## src/rtl/csi2tx_lane_pkt_scheduler.sv

```systemverilog
// csi2tx_lane_pkt_scheduler: round-robin packet scheduler in front of the 1..8 lane LDLs.
// Latches lane/timeout settings per packet, drives HS enable, inter-packet gap and timeout abort.
module csi2tx_lane_pkt_scheduler #(
  parameter int NUM_REQ = 4,
  parameter int GAP_W   = 8,
  parameter int TO_W    = 16
) (
  input  logic               txbyteclkhs,
  input  logic               txbyteclkhs_rst,
  input  logic               tinit_start,
  input  logic               forcetxstopmode,
  input  logic [NUM_REQ-1:0] req_fifo_empty,
  input  logic [2:0]         lane_cfg,
  input  logic [GAP_W-1:0]   gap_cfg,
  input  logic [TO_W-1:0]    timeout_cfg,
  input  logic               ldl_tx_done,
  input  logic               ldl_idle,
  output logic [NUM_REQ-1:0] grant,
  output logic [7:0]         lane_en,
  output logic               enable_hs_transmission,
  output logic               ldl_force_stop,
  output logic               timeout_err,
  output logic               sched_busy,
  output logic [15:0]        pkt_cnt
);
  localparam int PTR_W = (NUM_REQ > 1) ? $clog2(NUM_REQ) : 1;

  localparam logic [2:0] IDLE   = 3'd0;
  localparam logic [2:0] ARB    = 3'd1;
  localparam logic [2:0] ACTIVE = 3'd2;
  localparam logic [2:0] DRAIN  = 3'd3;
  localparam logic [2:0] ABORT  = 3'd4;
  localparam logic [2:0] GAP    = 3'd5;

  logic [2:0]         state_q, state_d;
  logic [PTR_W-1:0]   rr_ptr_q, rr_ptr_d;
  logic [NUM_REQ-1:0] grant_q, grant_d;
  logic [7:0]         lane_en_q, lane_en_d;
  logic               en_hs_q, en_hs_d;
  logic               force_stop_q, force_stop_d;
  logic               to_err_q, to_err_d;
  logic [15:0]        pkt_cnt_q, pkt_cnt_d;
  logic [TO_W-1:0]    to_cnt_q, to_cnt_d;
  logic [TO_W-1:0]    to_cfg_q, to_cfg_d;
  logic [GAP_W-1:0]   gap_cnt_q, gap_cnt_d;
  logic [GAP_W-1:0]   gap_len_q, gap_len_d;
  logic               done_prev_q;

  logic [NUM_REQ-1:0] req;
  logic               stop;
  logic               done_rise;
  logic               to_hit;
  logic               found;
  logic [PTR_W-1:0]   winner;
  logic [PTR_W-1:0]   cand;
  logic [2:0]         post_state;

  assign req        = ~req_fifo_empty;
  assign stop       = forcetxstopmode | ~tinit_start;
  assign done_rise  = ldl_tx_done & ~done_prev_q;
  assign to_hit     = (to_cfg_q != '0) && (to_cnt_q == to_cfg_q - TO_W'(1));
  assign post_state = (gap_cfg == '0) ? IDLE : GAP;

  // Round-robin search starts one past the last winner and wraps.
  always_comb begin
    found  = 1'b0;
    winner = rr_ptr_q;
    cand   = rr_ptr_q;
    for (int k = 1; k <= NUM_REQ; k++) begin
      cand = PTR_W'((int'(rr_ptr_q) + k) % NUM_REQ);
      if (!found && req[cand]) begin
        found  = 1'b1;
        winner = cand;
      end
    end
  end

  always_comb begin
    state_d      = state_q;
    rr_ptr_d     = rr_ptr_q;
    grant_d      = grant_q;
    lane_en_d    = lane_en_q;
    en_hs_d      = en_hs_q;
    force_stop_d = force_stop_q;
    to_err_d     = 1'b0;
    pkt_cnt_d    = pkt_cnt_q;
    to_cnt_d     = to_cnt_q;
    to_cfg_d     = to_cfg_q;
    gap_cnt_d    = gap_cnt_q;
    gap_len_d    = gap_len_q;
    if (stop) begin
      // Global stop or lost PHY init: silent return to IDLE, arbitration history kept.
      state_d      = IDLE;
      grant_d      = '0;
      lane_en_d    = '0;
      en_hs_d      = 1'b0;
      force_stop_d = 1'b0;
      to_cnt_d     = '0;
      gap_cnt_d    = '0;
    end else begin
      case (state_q)
        IDLE: begin
          if (|req) state_d = ARB;
        end
        ARB: begin
          if (!found) begin
            state_d = IDLE;
          end else begin
            grant_d   = NUM_REQ'(1) << winner;
            rr_ptr_d  = winner;
            lane_en_d = 8'd1 << lane_cfg;
            en_hs_d   = 1'b1;
            to_cnt_d  = '0;
            to_cfg_d  = timeout_cfg;
            state_d   = ACTIVE;
          end
        end
        ACTIVE: begin
          to_cnt_d = to_cnt_q + TO_W'(1);
          if (to_hit) begin
            state_d      = ABORT;
            to_err_d     = 1'b1;
            force_stop_d = 1'b1;
            en_hs_d      = 1'b0;
          end else if (done_rise) begin
            state_d = DRAIN;
            en_hs_d = 1'b0;
          end
        end
        DRAIN: begin
          to_cnt_d = to_cnt_q + TO_W'(1);
          if (to_hit) begin
            state_d      = ABORT;
            to_err_d     = 1'b1;
            force_stop_d = 1'b1;
          end else if (ldl_idle) begin
            pkt_cnt_d = pkt_cnt_q + 16'd1;
            grant_d   = '0;
            lane_en_d = '0;
            gap_len_d = gap_cfg;
            gap_cnt_d = '0;
            state_d   = post_state;
          end
        end
        ABORT: begin
          if (ldl_idle) begin
            force_stop_d = 1'b0;
            grant_d      = '0;
            lane_en_d    = '0;
            gap_len_d    = gap_cfg;
            gap_cnt_d    = '0;
            state_d      = post_state;
          end
        end
        GAP: begin
          gap_cnt_d = gap_cnt_q + GAP_W'(1);
          if (gap_cnt_q == gap_len_q - GAP_W'(1)) begin
            gap_cnt_d = '0;
            state_d   = IDLE;
          end
        end
        default: begin
          state_d   = IDLE;
          grant_d   = '0;
          lane_en_d = '0;
          en_hs_d   = 1'b0;
        end
      endcase
    end
  end

  always_ff @(posedge txbyteclkhs) begin
    if (txbyteclkhs_rst) begin
      state_q      <= IDLE;
      rr_ptr_q     <= PTR_W'(NUM_REQ - 1);
      grant_q      <= '0;
      lane_en_q    <= '0;
      en_hs_q      <= 1'b0;
      force_stop_q <= 1'b0;
      to_err_q     <= 1'b0;
      pkt_cnt_q    <= '0;
      to_cnt_q     <= '0;
      to_cfg_q     <= '0;
      gap_cnt_q    <= '0;
      gap_len_q    <= '0;
      done_prev_q  <= 1'b0;
    end else begin
      state_q      <= state_d;
      rr_ptr_q     <= rr_ptr_d;
      grant_q      <= grant_d;
      lane_en_q    <= lane_en_d;
      en_hs_q      <= en_hs_d;
      force_stop_q <= force_stop_d;
      to_err_q     <= to_err_d;
      pkt_cnt_q    <= pkt_cnt_d;
      to_cnt_q     <= to_cnt_d;
      to_cfg_q     <= to_cfg_d;
      gap_cnt_q    <= gap_cnt_d;
      gap_len_q    <= gap_len_d;
      done_prev_q  <= ldl_tx_done;
    end
  end

  assign grant                  = grant_q;
  assign lane_en                = lane_en_q;
  assign enable_hs_transmission = en_hs_q;
  assign ldl_force_stop         = force_stop_q;
  assign timeout_err            = to_err_q;
  assign sched_busy             = (state_q != IDLE);
  assign pkt_cnt                = pkt_cnt_q;
endmodule

```

## config.mk

```make
export PLATFORM = sky130hd
export DESIGN_NAME = csi2tx_lane_pkt_scheduler
export DESIGN_NICKNAME = d
export VERILOG_FILES = /design/src/rtl/csi2tx_lane_pkt_scheduler.sv
export SDC_FILE = /design/constraint.sdc
export NUM_CORES = 1
export LEC_CHECK = 0
export ABC_AREA = 1
export BUFFER_PORTS_ARGS = -buffer_cell sky130_fd_sc_hd__buf_2
export CORE_MARGIN = 5
export CORE_UTILIZATION = 55
export DETAILED_ROUTE_END_ITERATION = 8
export MAX_ROUTING_LAYER = met4
export PLACE_DENSITY = 0.77
export SETUP_SLACK_MARGIN = 0.4
export SLEW_MARGIN = 40
export SYNTH_ARGS = -nofsm -noshare
export SYNTH_HDL_FRONTEND = slang
export SYNTH_SLANG_ARGS = --single-unit
```

## constraint.sdc

```tcl
create_clock -name txbyteclkhs -period 2.55 [get_ports txbyteclkhs]
set_input_delay 0.51 -clock txbyteclkhs [delete_from_list [all_inputs] [get_ports txbyteclkhs]]
set_output_delay 0.51 -clock txbyteclkhs [all_outputs]
set_load 0.03 [all_outputs]
```

==> results.sh, run 1 <==
export IMPL_tightest_slew_ns=0.7508
export IMPL_clk_insertion_delay_late_ns=0.36
export IMPL_nets=898
export IMPL_via_per_inst=5.348
export IMPL_dp_hpwl_um=9091
export IMPL_hold_worst_slack_ns=0.3699
export IMPL_leakage_nw=2.637
export IMPL_synth_warning_count=0
export IMPL_drv_slew=0
export IMPL_grt_antenna_before_repair=0
export IMPL_cts_buffers=9
export IMPL_fillers=808
export IMPL_crit_arrival_ns=2.39
export IMPL_cp_slowest_cell="dfxtp_1"
export IMPL_dieArea_um2=11370
export IMPL_hp_class="in -> reg"
export IMPL_grt_pass1_vias=4600
export IMPL_worstSetupPathType="reg -> reg"
export IMPL_ys_seq_elements=85
export IMPL_ys_types=44
export IMPL_start_kind="register"
export IMPL_synth_nets=808
export IMPL_hold_viol=0
export IMPL_synth_top_cells_by_count="nand2_1 (158), inv_1 (102), nor2_1 (96)"
export IMPL_rsz0062_at_grt="true"
export IMPL_post_synth_top_area_fraction=0.3314
export IMPL_htree_num_levels=3
export IMPL_period_share=0.8243
export IMPL_cpPeakStageDelay_ns=0.39
export IMPL_synth_top_area_cell="dfxtp_1"
export IMPL_r2r_slack_ns=0.45
export IMPL_coreArea_um2=9153
export IMPL_reg2reg_from="to_cfg_q[2]"
export IMPL_max_vdd_ir_drop_uv=233.3
export IMPL_fmax_mhz=475.7
export IMPL_grt_pass1_wl_um=20670
export IMPL_crit_required_ns=2.84
export IMPL_ff2ff_path_depth=14
export IMPL_placed_cell_area_um2=5589
export IMPL_ys_seq_area_frac=0.3314
export IMPL_cpMostUsedCell="nand2_1"
export IMPL_tns_ns=0
export IMPL_portBuffers=68
export IMPL_outcome="finished clean"
export IMPL_final_cell_area_um2=6145
export IMPL_clock_sinks=85
export IMPL_cap_violations=0
export IMPL_synth_area_um2=5135
export IMPL_clk_pin_slew_worst_paths_ns=0.09
export IMPL_start_util=0.5610
export IMPL_min_period_ns=2.102
export IMPL_cts_root_buf="clkbuf_8"
export IMPL_cp_max_fo=7
export IMPL_critPathLaunch="to_cfg_q[2]"
export IMPL_end_kind="register"
export IMPL_ios=69
export IMPL_drive_gt1_frac=0.2427
export IMPL_diodes=0
export IMPL_postCtsHoldBufs=0
export IMPL_die_width_um=106.6
export IMPL_chipHeight_um=106.6
export IMPL_drtAntennaViolNets=0
export IMPL_synth_flop_cell="dfxtp_1"
export IMPL_finClkSkew_ns=0.01148
export IMPL_power_density_nw_per_um2=428.2
export IMPL_place_congestion=0.9129
export IMPL_clk_path_buf_depth=2
export IMPL_r2r_end="grant[3]"
export IMPL_placementRows=35
export IMPL_crit_path_cell_trace="nor2_4 -> nand2_4 -> nor2_4 -> nand2_1 -> nand2_1 -> nand2_1 -> nor2_2 -> nand2_2 -> nor2_4 -> nand4_4 -> nand2_4 -> buf_4 -> nand2_1 -> a21oi_1"
export IMPL_synth_most_common_cell="nand2_1"
export IMPL_gr_total_overflow=0
export IMPL_synthToLayoutAreaGrowth_pct=19.66
export IMPL_grt_total_usage=0.2242
export IMPL_routedWlPerCell_um=12.83
export IMPL_hp_start="timeout_cfg[11]"
export IMPL_wl_um=12470
export IMPL_cts_tree="built"
export IMPL_num_vias=5198
export IMPL_drc=0
export IMPL_grt_start_max_net_pins=35
export IMPL_synth_area_top_cells="dfxtp_1 (33%), nand2_1 (12%), inv_1 (7.5%)"
export IMPL_cp_endpoint="grant[3]"
export IMPL_drt_first_pass_iters=5
export IMPL_postSynthAreaPerCell_um2=6.704
export IMPL_relSlewSlack=0.4989
export IMPL_synth_edff_count=0
export IMPL_setup_viol=0
export IMPL_synth_cells=766
export IMPL_dr_first_iter_drc_count=271
export IMPL_async_flop_share=0
-- layout by cell type, fill, tap and decap left out, types with 12 or more instances in the layout --
master	Yosys	routed
a21oi_1	53	47
a21oi_2	8	14
buf_2	2	68
buf_4	1	21
dfxtp_1	85	78
inv_1	102	99
nand2_1	158	147
nand2_2	12	20
nand3_1	37	34
nor2_1	96	87
nor2_2	5	14
nor3_1	16	15
nor4_1	14	14
o21ai_0	48	44
o21ai_1	13	15
xnor2_1	12	12
xor2_1	21	21
-- kinds of logic after synthesis --
kind of cell	after synthesis	share of synthesized area
xor gates and xnor gates	33	0.05629
AOI/OAI and AO/OA	141	0.1533
buffers and inverters	125	0.09966
DFF	85	0.3314
and+or+nand+nor	377	0.3472
adders and majority gates	5	0.01218
-- worst min path at each step --
stage          slack, ns  depth (start not counted)           end
3_3_place_gp        0.46                          2      grant[2]
5_1_grt             0.34                          3   done_prev_q
4_1_cts             0.36                          3  to_cfg_q[11]
2_1_floorplan       0.44                          2  gap_len_q[6]
6_report            0.37                          3  to_cfg_q[11]
3_5_place_dp        0.47                          2    lane_en[2]
-- state kept, by name, summed over array words and instances (netlist names), 2 cells and up --
register / flops
rr_ptr_q: 2
to_cfg_q: 16
grant: 4
gap_cnt_q: 8
to_cnt_q: 16
pkt_cnt: 16
state_q: 3
gap_len_q: 8
lane_en: 8
-- repair_timing --
action | 4_1_cts | 5_1_grt
setup buffers | 7 | 11
endpoints found under the setup margin | 31 | 57
pin swaps | 4 | 24
gates resized for setup | 6 | 60
gates cloned | 0 | 2
-- report_power, final --
group	internal [W]	switching [W]	total, W
logic	0.000114	0.000193	0.000307
registers	0.00133	0.00000977	0.00134
clock network	0.000458	0.000522	0.000979
total	0.00191	0.000725	0.00263
-- critical path: cells and delay by family (launching register included) --
kind,cells,cell delay (ns)
and+or+nand+nor,12,1.41
DFF,1,0.39
buffers and inverters,1,0.13
AOI/OAI and AO/OA,1,0.13
-- routing by layer --
| layer | routed length, um | GRT usage | vias to the layer above |
|---|---|---|---|
| met2 | 5843 | 0.3543 | 141 |
| met1 | 5754 | 0.2945 | 2375 |
| met4 | 160 | 0.05936 | 0 |
| met3 | 711 | 0.04636 | 14 |
| li1 | - | - | 2668 |
| met5 | 0 | - | - |
-- per-stage QoR --
stage          instances  power (W)    util  setup WS (ns)
4_1_cts              959   0.002626  0.6409         0.3976
3_5_place_dp         936   0.001653  0.6107         0.2688
5_1_grt              972   0.002766  0.6714         0.2919
6_report             972   0.002631  0.6714         0.4480
3_3_place_gp         936   0.001643  0.6107         0.3231
2_1_floorplan        766   0.001573       -         0.5173
-- area by class of cell --
class	instances	area, um^2	area share
clock inverters	7	75.07	0.01222
repair buffers	95	574.3	0.09346
clock buffers	9	123.9	0.02016
repair inverters	1	8.758	0.001425
inverters	107	421.7	0.06862
flip-flops and latches	85	1713	0.2788
well taps	111	138.9	0.02260
multi-input cells	557	3089	0.5027
No activity file was read; power rests on OpenSTA's default activity.
==> run 2, diff against run 1 <==
==> constraint.sdc (replaced) <==
create_clock -name txbyteclkhs -period 2.2 [get_ports txbyteclkhs]
set_input_delay 0.44 -clock txbyteclkhs [delete_from_list [all_inputs] [get_ports txbyteclkhs]]
set_output_delay 0.44 -clock txbyteclkhs [all_outputs]
set_load 0.03 [all_outputs]
==> results.sh, run 2 (synthesis results as in run 1) <==
export IMPL_outcome="finished clean"
export IMPL_die_width_um=106.6
export IMPL_portBuffers=68
export IMPL_clk_insertion_delay_late_ns=0.36
export IMPL_grt_pass1_vias=5002
export IMPL_cts_root_buf="clkbuf_8"
export IMPL_grt_antenna_before_repair=0
export IMPL_hp_class="in -> reg"
export IMPL_cp_slowest_cell="dfxtp_2"
export IMPL_gr_total_overflow=0
export IMPL_leakage_nw=2.971
export IMPL_diodes=0
export IMPL_grt_pass1_wl_um=21980
export IMPL_cts_tree="built"
export IMPL_cts_buffers=9
export IMPL_fmax_mhz=468.7
export IMPL_relSlewSlack=0.5402
export IMPL_drc=0
export IMPL_final_common_cell="nand2_1"
export IMPL_critPathLaunch="to_cfg_q[1]"
export IMPL_routedWlPerCell_um=14.66
export IMPL_drv_slew=0
export IMPL_setup_viol=0
export IMPL_cpPeakStageDelay_ns=0.37
export IMPL_via_per_inst=5.504
export IMPL_final_cell_mix="nand2_1 (129), inv_1 (92), nor2_1 (76)"
export IMPL_crit_required_ns=2.48
export IMPL_place_congestion=0.8960
export IMPL_finClkSkew_ns=0.01132
export IMPL_wl_um=14580
export IMPL_crit_arrival_ns=2.42
export IMPL_start_kind="register"
export IMPL_placementRows=35
export IMPL_htree_num_levels=3
export IMPL_end_kind="register"
export IMPL_tightest_slew_ns=0.6871
export IMPL_ios=69
export IMPL_reg2reg_from="to_cfg_q[1]"
export IMPL_total_power_w=0.003243
export IMPL_num_vias=5471
export IMPL_cp_max_fo=4
export IMPL_drive_gt1_frac=0.3499
export IMPL_rsz0062_at_grt="true"
export IMPL_crit_path_cell_trace="inv_2 -> ha_4 -> xor2_1 -> nand2_1 -> nor2_1 -> nand2_1 -> nor2_2 -> nand2_2 -> nor2_8 -> nand4_4 -> nand2_4 -> buf_4 -> nand2_1 -> a21oi_1"
export IMPL_cpMostUsedCell="nand2_1"
export IMPL_tns_ns=0
export IMPL_coreArea_um2=9153
export IMPL_max_vdd_ir_drop_uv=322.1
export IMPL_clock_sinks=85
export IMPL_synthToLayoutAreaGrowth_pct=33.84
export IMPL_drtAntennaViolNets=0
export IMPL_grt_start_max_net_pins=35
export IMPL_grt_total_usage=0.2375
export IMPL_drt_first_pass_iters=5
export IMPL_clk_pin_slew_worst_paths_ns=0.09
export IMPL_hold_viol=0
export IMPL_hp_start="timeout_cfg[10]"
export IMPL_chipHeight_um=106.6
export IMPL_power_density_nw_per_um2=471.8
export IMPL_start_util=0.5610
export IMPL_dieArea_um2=11370
export IMPL_dp_hpwl_um=9327
export IMPL_clk_path_buf_depth=2
export IMPL_nets=920
export IMPL_min_period_ns=2.134
export IMPL_dr_first_iter_drc_count=367
export IMPL_cap_violations=0
export IMPL_worstSetupPathType="reg -> reg"
export IMPL_period_share=0.9698
## run 2: cell types whose count changed in the layout (fill, tap and decap cells not counted), sizes merged
cell and change:
clkbuf +5, inv -1, nor2 -1, clkinv -2, bufinv +1, buf +19
nand2 +1
## run 2: layout make-up
type / count / area (um^2)
Clock inverter: 5 / 81.33
Multi-Input combinational cell: 557 / 3477
Tap cell: 111 / 138.9
Inverter: 107 / 430.4
Fill cell: 668 / 2280
Timing Repair inverter: 1 / 16.27
Sequential cell: 85 / 1727
Timing Repair Buffer: 117 / 850.8
Clock buffer: 11 / 151.4
## run 2: critical path, delay by kind of cell (launching register included)
kind | cells | cell delay, ns
XOR/XNOR | 1 | 0.13
AO/OA/AOI/OAI | 1 | 0.15
flip-flops | 1 | 0.37
adder cells (fa/ha/maj) | 1 | 0.26
AND/OR/NAND/NOR | 9 | 0.97
buffers and inverters | 2 | 0.19
## run 2: report_power, final
part | internal, W | switching [W]
sequential | 0.00154 | 0.0000124
clock | 0.000704 | 0.000599
combinational | 0.000144 | 0.000240
total | 0.00239 | 0.000851
## run 2: worst paths after layout
check / end / cells past startpoint / slack [ns]
worst max-delay path: grant[2] / 14 / 0.07
worst min-delay path: to_cfg_q[10] / 3 / 0.31
worst max register to register: grant[2] / 14 / 0.07
worst min register to register: lane_en[2] / 2 / 0.49
## run 2: per-layer routing
layer / track usage / wire length, um / vias up
li1: - / - / 2712
met1: 0.2917 / 6172 / 2509
met2: 0.3970 / 7212 / 216
met3: 0.03672 / 880 / 34
met4: 0.08676 / 309 / 0
met5: - / 0 / -
## run 2: repair_timing
action                                  in CTS  in global routing
pin swaps                                   16                 47
hold buffers                                 0                  0
resized for setup                           52                125
endpoints found under the setup margin      73                 73
cloned                                       3                  3
setup buffers                               10                 21
## run 2: metrics by stage
| step | utilization | instances | setup slack, ns | instance area, um^2 | hold slack (ns) |
|---|---|---|---|---|---|
| 2_1_floorplan | - | 766 | 0.2521 | 5176 | 0.4449 |
| 3_3_place_gp | 0.6182 | 941 | 0.05889 | 5658 | 0.4484 |
| 3_5_place_dp | 0.6182 | 941 | -0.03699 | 5658 | 0.4541 |
| 4_1_cts | 0.6781 | 970 | 0.06946 | 6206 | 0.3085 |
| 5_1_grt | 0.7509 | 994 | -0.07545 | 6873 | 0.3172 |
| 6_report | 0.7509 | 994 | 0.06639 | 6873 | 0.3076 |
